**src/rtl/alu_rot_stage_pkg.sv**
```systemverilog
// Shared ALU rotate definitions: data width, direction encodings, stage payloads
// and the left-to-right amount mapping used by the rotate stage.
package alu_rot_stage_pkg;

    localparam int DATA_W = 7;

    localparam logic ROT_RIGHT = 1'b0;
    localparam logic ROT_LEFT  = 1'b1;

    typedef struct packed {
        logic [DATA_W-1:0] data;
        logic [2:0]        r;
        logic              dir;
    } s1_cmd_t;

    typedef struct packed {
        logic [DATA_W-1:0] data;
        logic              zero;
        logic              carry;
    } s2_res_t;

    // Left rotates reuse the right-rotate core: left by k == right by 7-k.
    function automatic logic [2:0] eff_right_amt(input logic [2:0] amt, input logic dir);
        if (amt == 3'd0 || amt == 3'd7) begin
            return 3'd0;
        end
        if (dir == ROT_LEFT) begin
            return 3'd7 - amt;
        end
        return amt;
    endfunction

endpackage

```
**src/rtl/alu_rot_stage_ror.sv**
```systemverilog
// Combinational 7-bit rotate-right core; an amount of 7 is the identity.
module alu_rot_stage_ror
    import alu_rot_stage_pkg::*;
(
    input  logic [DATA_W-1:0] din,
    input  logic [2:0]        amt,
    output logic [DATA_W-1:0] dout
);

    logic [2*DATA_W-1:0] dbl;

    // Shifting the doubled word wraps the low bits back in from the top copy.
    always_comb begin
        dbl  = {din, din} >> amt;
        dout = dbl[DATA_W-1:0];
    end

endmodule

```
**src/rtl/alu_rot_stage.sv**
```systemverilog
// Two-stage handshaked rotate execution stage: S1 holds the command, S2 holds the
// rotated result and flags for writeback, plus a saturating completion counter.
module alu_rot_stage
    import alu_rot_stage_pkg::*;
#(
    parameter int CNT_W = 8
) (
    input  logic              clk,
    input  logic              rst_n,
    input  logic              in_valid,
    output logic              in_ready,
    input  logic [DATA_W-1:0] in_data,
    input  logic [2:0]        in_amt,
    input  logic              in_dir,
    output logic              out_valid,
    input  logic              out_ready,
    output logic [DATA_W-1:0] out_data,
    output logic              out_zero,
    output logic              out_carry,
    output logic [CNT_W-1:0]  op_count,
    input  logic              cnt_clr
);

    logic              s1_valid_q, s1_valid_d;
    logic              s2_valid_q, s2_valid_d;
    s1_cmd_t           s1_cmd_q, s1_cmd_d;
    s2_res_t           s2_res_q, s2_res_d;
    logic [CNT_W-1:0]  cnt_q, cnt_d;
    logic              s1_advance;
    logic              accept;
    logic              out_fire;
    logic [DATA_W-1:0] rot_data;

    alu_rot_stage_ror u_ror (
        .din  (s1_cmd_q.data),
        .amt  (s1_cmd_q.r),
        .dout (rot_data)
    );

    // Valid/ready contract: a transfer happens on a port exactly when valid && ready
    // are both high at a rising edge; S1 may refill in the same cycle it drains.
    always_comb begin
        s1_advance = !s2_valid_q || out_ready;
        in_ready   = !s1_valid_q || s1_advance;
        accept     = in_valid && in_ready;
        out_fire   = s2_valid_q && out_ready;
    end

    always_comb begin
        s1_valid_d = s1_valid_q;
        s1_cmd_d   = s1_cmd_q;
        if (accept) begin
            s1_valid_d   = 1'b1;
            s1_cmd_d.data = in_data;
            s1_cmd_d.r    = eff_right_amt(in_amt, in_dir);
            s1_cmd_d.dir  = in_dir;
        end else if (s1_advance) begin
            s1_valid_d = 1'b0;
        end
    end

    // The carry is the last bit to leave: the MSB after a right rotate, the LSB after a left one.
    always_comb begin
        s2_valid_d = s2_valid_q;
        s2_res_d   = s2_res_q;
        if (s1_advance) begin
            s2_valid_d = s1_valid_q;
            if (s1_valid_q) begin
                s2_res_d.data  = rot_data;
                s2_res_d.zero  = (rot_data == '0);
                s2_res_d.carry = 1'b0;
                if (s1_cmd_q.r != 3'd0) begin
                    s2_res_d.carry = (s1_cmd_q.dir == ROT_LEFT) ? rot_data[0]
                                                                : rot_data[DATA_W-1];
                end
            end
        end
    end

    always_comb begin
        cnt_d = cnt_q;
        if (cnt_clr) begin
            cnt_d = '0;
        end else if (out_fire && cnt_q != '1) begin
            cnt_d = cnt_q + CNT_W'(1);
        end
    end

    always_ff @(posedge clk) begin
        if (!rst_n) begin
            s1_valid_q <= 1'b0;
            s2_valid_q <= 1'b0;
            s1_cmd_q   <= '0;
            s2_res_q   <= '0;
            cnt_q      <= '0;
        end else begin
            s1_valid_q <= s1_valid_d;
            s2_valid_q <= s2_valid_d;
            s1_cmd_q   <= s1_cmd_d;
            s2_res_q   <= s2_res_d;
            cnt_q      <= cnt_d;
        end
    end

    always_comb begin
        out_valid = s2_valid_q;
        out_data  = s2_res_q.data;
        out_zero  = s2_res_q.zero;
        out_carry = s2_res_q.carry;
        op_count  = cnt_q;
    end

endmodule

```
**config.mk**
```make
export PLATFORM = sky130hd
export DESIGN_NAME = alu_rot_stage
export DESIGN_NICKNAME = d
export VERILOG_FILES = /design/src/rtl/alu_rot_stage_pkg.sv /design/src/rtl/alu_rot_stage_ror.sv /design/src/rtl/alu_rot_stage.sv
export SDC_FILE = /design/constraint.sdc
export NUM_CORES = 1
export LEC_CHECK = 0
export CORE_UTILIZATION = 49
export DETAILED_ROUTE_END_ITERATION = 10
export PLACE_DENSITY = 0.75
export SLEW_MARGIN = 20
export SYNTH_ARGS = -nofsm -noshare
export SYNTH_HDL_FRONTEND = slang
export SYNTH_SLANG_ARGS = --single-unit
```
**constraint.sdc**
```tcl
create_clock -name clk -period 1.9 [get_ports clk]
set_input_delay 0.285 -clock clk [delete_from_list [all_inputs] [get_ports clk]]
set_output_delay 0.285 -clock clk [all_outputs]
set_load 0.01 [all_outputs]
```
## Word level (Yosys, flattened, before mapping)

Cells that the tools add are included.

| storage, ports and cells | value |
|---|---|
| register bits | 30 |
| input bits | 16 |
| output and inout bits | 19 |
| word-level logic and storage cells | 42 |

| cells by class | value |
|---|---|
| add/subtract/negate cells | 2 |
| eq/ne operators | 2 |
| shifts and indexed selects | 1 |
| muxes and demuxes | 13 |
| bitwise operators | 1 |
| reduce and logical (&&, ||, !) cells | 14 |

Operators by type and width:

| operator | number |
|---|---|
| $shr A14 B3 Y7 | 1 |
| $mux W3 | 4 |
| $mux W1 | 9 |
| $add A8 B1 Y8 const B | 1 |
| $ne A8 B8 Y1 const B | 1 |
| $logic_not A7 Y1 | 1 |
| $eq A3 B3 Y1 const B | 1 |
| $logic_and A1 B1 Y1 | 3 |
| $logic_not A3 Y1 | 1 |
| $logic_or A1 B1 Y1 | 3 |
| $reduce_bool A3 Y1 | 1 |
| $sub A3 B3 Y3 const A | 1 |
| $logic_not A1 Y1 | 2 |
| $reduce_and A2 Y1 | 1 |
| $reduce_bool A2 Y1 | 1 |
| $reduce_or A2 Y1 | 1 |
| $not A1 Y1 | 1 |

## Logic depth before layout (Yosys ltp)

| logic depth | value |
|---|---|
| word-level depth | 9 |
| depth in mapped cells | 6 |
| depth with buffers taken out | 5 |

## Cells and area by module

From an unflattened synthesis, not the netlist that was laid out.

| second synthesis, totals | value |
|---|---|
| cell total of the unflattened synthesis | 176 |
| area, all modules | 1,635.3 um^2 |

Modules (own cells, without submodules):

| module | times used | cells each | area an instance (um^2) | sequential area each (um^2) |
|---|---|---|---|---|
| alu_rot_stage | 1 | 159 | 1,346.3 | 600.6 |
| alu_rot_stage_ror | 1 | 17 | 289.0 | 0.0 |

## Worst setup path after synthesis

No wires, ideal clock.

| path | value |
|---|---|
| path type | register -> register |
| start | register cnt_q[0], in the netlist op_count[0] |
| end | register cnt_q[5], in the netlist op_count[5] |
| setup time | 124 ps |
| arrival time | 1,479 ps |
| required time | 1,776 ps |
| slack | 297 ps |
| stages on the path, launching flop included | 6 |
| path buffers | 0 |
| cell sequence | dfxtp_1 -> ha_1 -> and3_1 -> a2111oi_0 -> xnor2_1 -> nor2_1 |

| on the way | value |
|---|---|
| cells in the longest elaborated chain, start to end | 2 |
| elaborated cells between the ends (all ways) | 3 |

Ends and longest elaborated chain:

| what | line | RTL |
|---|---|---|
| from (decl) | alu_rot_stage.sv:28 | `logic [CNT_W-1:0] cnt_q, cnt_d;` |
| from (signal assigned) | alu_rot_stage.sv:101 | `cnt_q <= cnt_d;` |
| branches (longest 2 deep; another with $add A8 B1 Y8) | -- |  |

Parallel ways; which one is timed is not known.
A chain may end at the register's enable or synchronous reset.

## Worst setup path in the final report

| path | value |
|---|---|
| start | register s1_cmd_q[1] in the netlist's numbering |
| end | register s2_res_q, in the netlist out_carry |

| on the way | value |
|---|---|
| cells in the longest elaborated chain, start to end | 3 |
| elaborated cells between the ends (all ways) | 4 |

Ends and longest elaborated chain:

| what | line | RTL |
|---|---|---|
| from (decl) | alu_rot_stage.sv:26 | `s1_cmd_t s1_cmd_q, s1_cmd_d;` |
| from (signal assigned) | alu_rot_stage.sv:99 | `s1_cmd_q <= s1_cmd_d;` |
| $shr A14 B3 Y7 | alu_rot_stage_ror.sv:14 | `dbl = {din, din} >> amt;` |
| $mux W1 | alu_rot_stage.sv:73 | `s2_res_d.carry = (s1_cmd_q.dir == ROT_LEFT) ? rot_data[0]` |
| $mux W1 * | alu_rot_stage.sv:72 | `if (s1_cmd_q.r != 3'd0) begin` |
| to (signal assigned) | alu_rot_stage.sv:100 | `s2_res_q <= s2_res_d;` |
| to (decl) | alu_rot_stage.sv:27 | `s2_res_t s2_res_q, s2_res_d;` |

Every way passes the cells marked *; elsewhere a longest branch is shown, timed or not.

==> reports/metrics.cfg <==
[clock_network]
numCtsBuffers = 5
cts_tree = done
clk_latency_ns = 0.33
cts_buffer_depth = 2
cts_setup_buffers = 0
cts_htree_levels = 2
holdBufCountCts = 0
cts.sinks = 30
clock-root-buffer = clkbuf_4
clk_pin_slew_ns = 0.10
cts_resized = 0

[finish]
fin_nets = 209
n_antenna_cell = 0
final_cell_mix = clkdlybuf4s50_1 (34), nand2_1 (30), dfxtp_1 (30)
drive_above_1_share = 0.0984
design_area_um2 = 1980
fill_cells = 241
layout_commonest_cell = clkdlybuf4s50_1
syn2layout_area_growth_pct = 29.7

[place]
port_buffers = 34
place_congestion = 0.850
place_ws_ns = 0.101
dp_hpwl_um = 2310
place_area_um2 = 1910

[status]
outcome = finished with violations
violations = design-rule violations

[detailed_routing]
wl_um = 3060
first_pass_iters = 7
vias_per_cell = 5.91
drtIter0Drc = 50
postRouteAntennaNets = 0
remaining_drc_errors = 2
wl_per_cell_um = 13.7
num_vias = 1323

[global_routing]
grt_overflow = 0
first_global_vias = 1215
antenna_found_initial = 0
grt_max_degree = 18
grt_pass1_wl_um = 5440
grt_usage = 0.210

[synthesis]
synthesis.nets = 171
ys_ff_latch = 30
ys_types = 40
async_reset_ff_frac = 0
syn_inst = 154
synth_edf_count = 0
ys_seq_area_frac = 0.392
avgSynthCellArea_um2 = 9.94
synth_area_leaders = dfxtp_1 (39%), nand2_1 (7.4%), mux4_1 (6.9%)
synth_top_area_cell = dfxtp_1
ys.warnings.count = 0
syn_area_um2 = 1530
synthFlopType = dfxtp_1
yosysTopAreaCellShare = 0.392

[floorplanning]
die-area_um2 = 3350
rows = 19
core-area_um2 = 2850
ios = 35
initial_core_util = 0.536
die_h_um = 57.9
die_x_um = 57.9

[timing]
fin_ws_ns = 0.140
fmax_mhz = 568
hold_viol_final = 0
finalSetupViolCount = 0
maxSlewViolCount = 0
period_needed_ns = 1.76
slew_headroom = 0.655
period_share = 0.926
finalClockSkew_ns = 0.0133
rsz0062_at_grt = false
tightest_slew_ns = 0.505
tns_ns = 0

[worst_setup_path]
crit_fanout = 9
cp-end-kind = flip-flop
criticalPathCategory = flip-flop to flip-flop
critPathLaunchType = flip-flop
cp.arrival_ns = 1.99
r2r_setup_slack_ns = 0.14
cp.required_ns = 2.13

[run]
drv_cap = 0

[power_and_ir_drop]
ir_drop_mv = 0.577
leakagePower_uw = 0.000783
p_per_area_nw_per_um2 = 704

[min_path]
hold_path_class = flip-flop to flip-flop

synthesized netlist by cell type, types with 3 or more instances:
library cell / number
clkbuf_1: 3
nor2_1: 6
dfxtp_1: 30
inv_1: 3
a21oi_1: 4
o211a_1: 8
xnor2_1: 7
mux2i_1: 8
nand3_1: 3
nand2_1: 30
mux4_2: 3
a21boi_0: 9
mux4_1: 4
power breakdown:
group	internal, µW	total, µW	switching, µW
clock	272	496	224
sequential	658	691	33.3
combinational	126	211	85.0
total	1060	1400	342
worst paths after layout:
| check | start | endpoint | cells past startpoint |
|---|---|---|---|
| worst min-delay path | out_zero | out_zero | 2 |
| worst max register to register | s1_cmd_q[1] | out_carry | 4 |
| worst min register to register | out_zero | out_zero | 2 |
| worst max-delay path | s1_cmd_q[1] | out_carry | 4 |
cell type report:
cell class / count / area (µm²) / share of cell area
multi-input cells: 113 / 878 / 0.443
flip-flops and latches: 30 / 601 / 0.303
clock inverters: 3 / 40.0 / 0.0202
inverters: 3 / 11.3 / 0.00567
clock buffers: 5 / 37.5 / 0.0189
repair buffers: 39 / 378 / 0.190
well taps: 31 / 38.8 / 0.0195
through the flow:
stage | instances | hold slack, ns | utilization | power [µW]
2_1_floorplan | 154 | 0.430 | - | 827
3_3_place_gp | 216 | 0.453 | 0.668 | 909
3_5_place_dp | 216 | 0.469 | 0.668 | 917
4_1_cts | 224 | 0.483 | 0.696 | 1410
5_1_grt | 224 | 0.510 | 0.696 | 1470
6_report | 224 | 0.476 | 0.696 | 1400
per-layer routing:
layer,track usage,share of wire,up-vias
met4,0.0510,0.011,0
met3,0.0670,0.044,4
li1,-,-,648
met1,0.295,0.49,640
met2,0.317,0.45,31
met5,0,0,-
flip-flops by register name, summed over array words and instances, names as in the netlist:
| signal | cells |
|---|---|
| out_valid | 1 |
| op_count | 8 |
| out_data | 7 |
| out_zero | 1 |
| s1_cmd_q | 11 |
| out_carry | 1 |
| s1_valid_q | 1 |
critical path, cell delays in order (launching register included):
cell and delay, ns:
dfxtp_1 0.57, mux4_1 0.65, mux2i_1 0.19, mux2_2 0.17, o22ai_1 0.07
cell families after synthesis:
| kind of cell | Yosys count | share of synthesized area |
|---|---|---|
| AND/OR/NAND/NOR | 54 | 0.168 |
| AO/OA/AOI/OAI | 35 | 0.185 |
| flip-flops | 30 | 0.392 |
| multiplexers | 16 | 0.173 |
| buffers and inverters | 11 | 0.0335 |
| XOR/XNOR | 7 | 0.0401 |
| adder cells (fa/ha/maj) | 1 | 0.00818 |
Note: power is estimated with default switching activity, not from simulation.
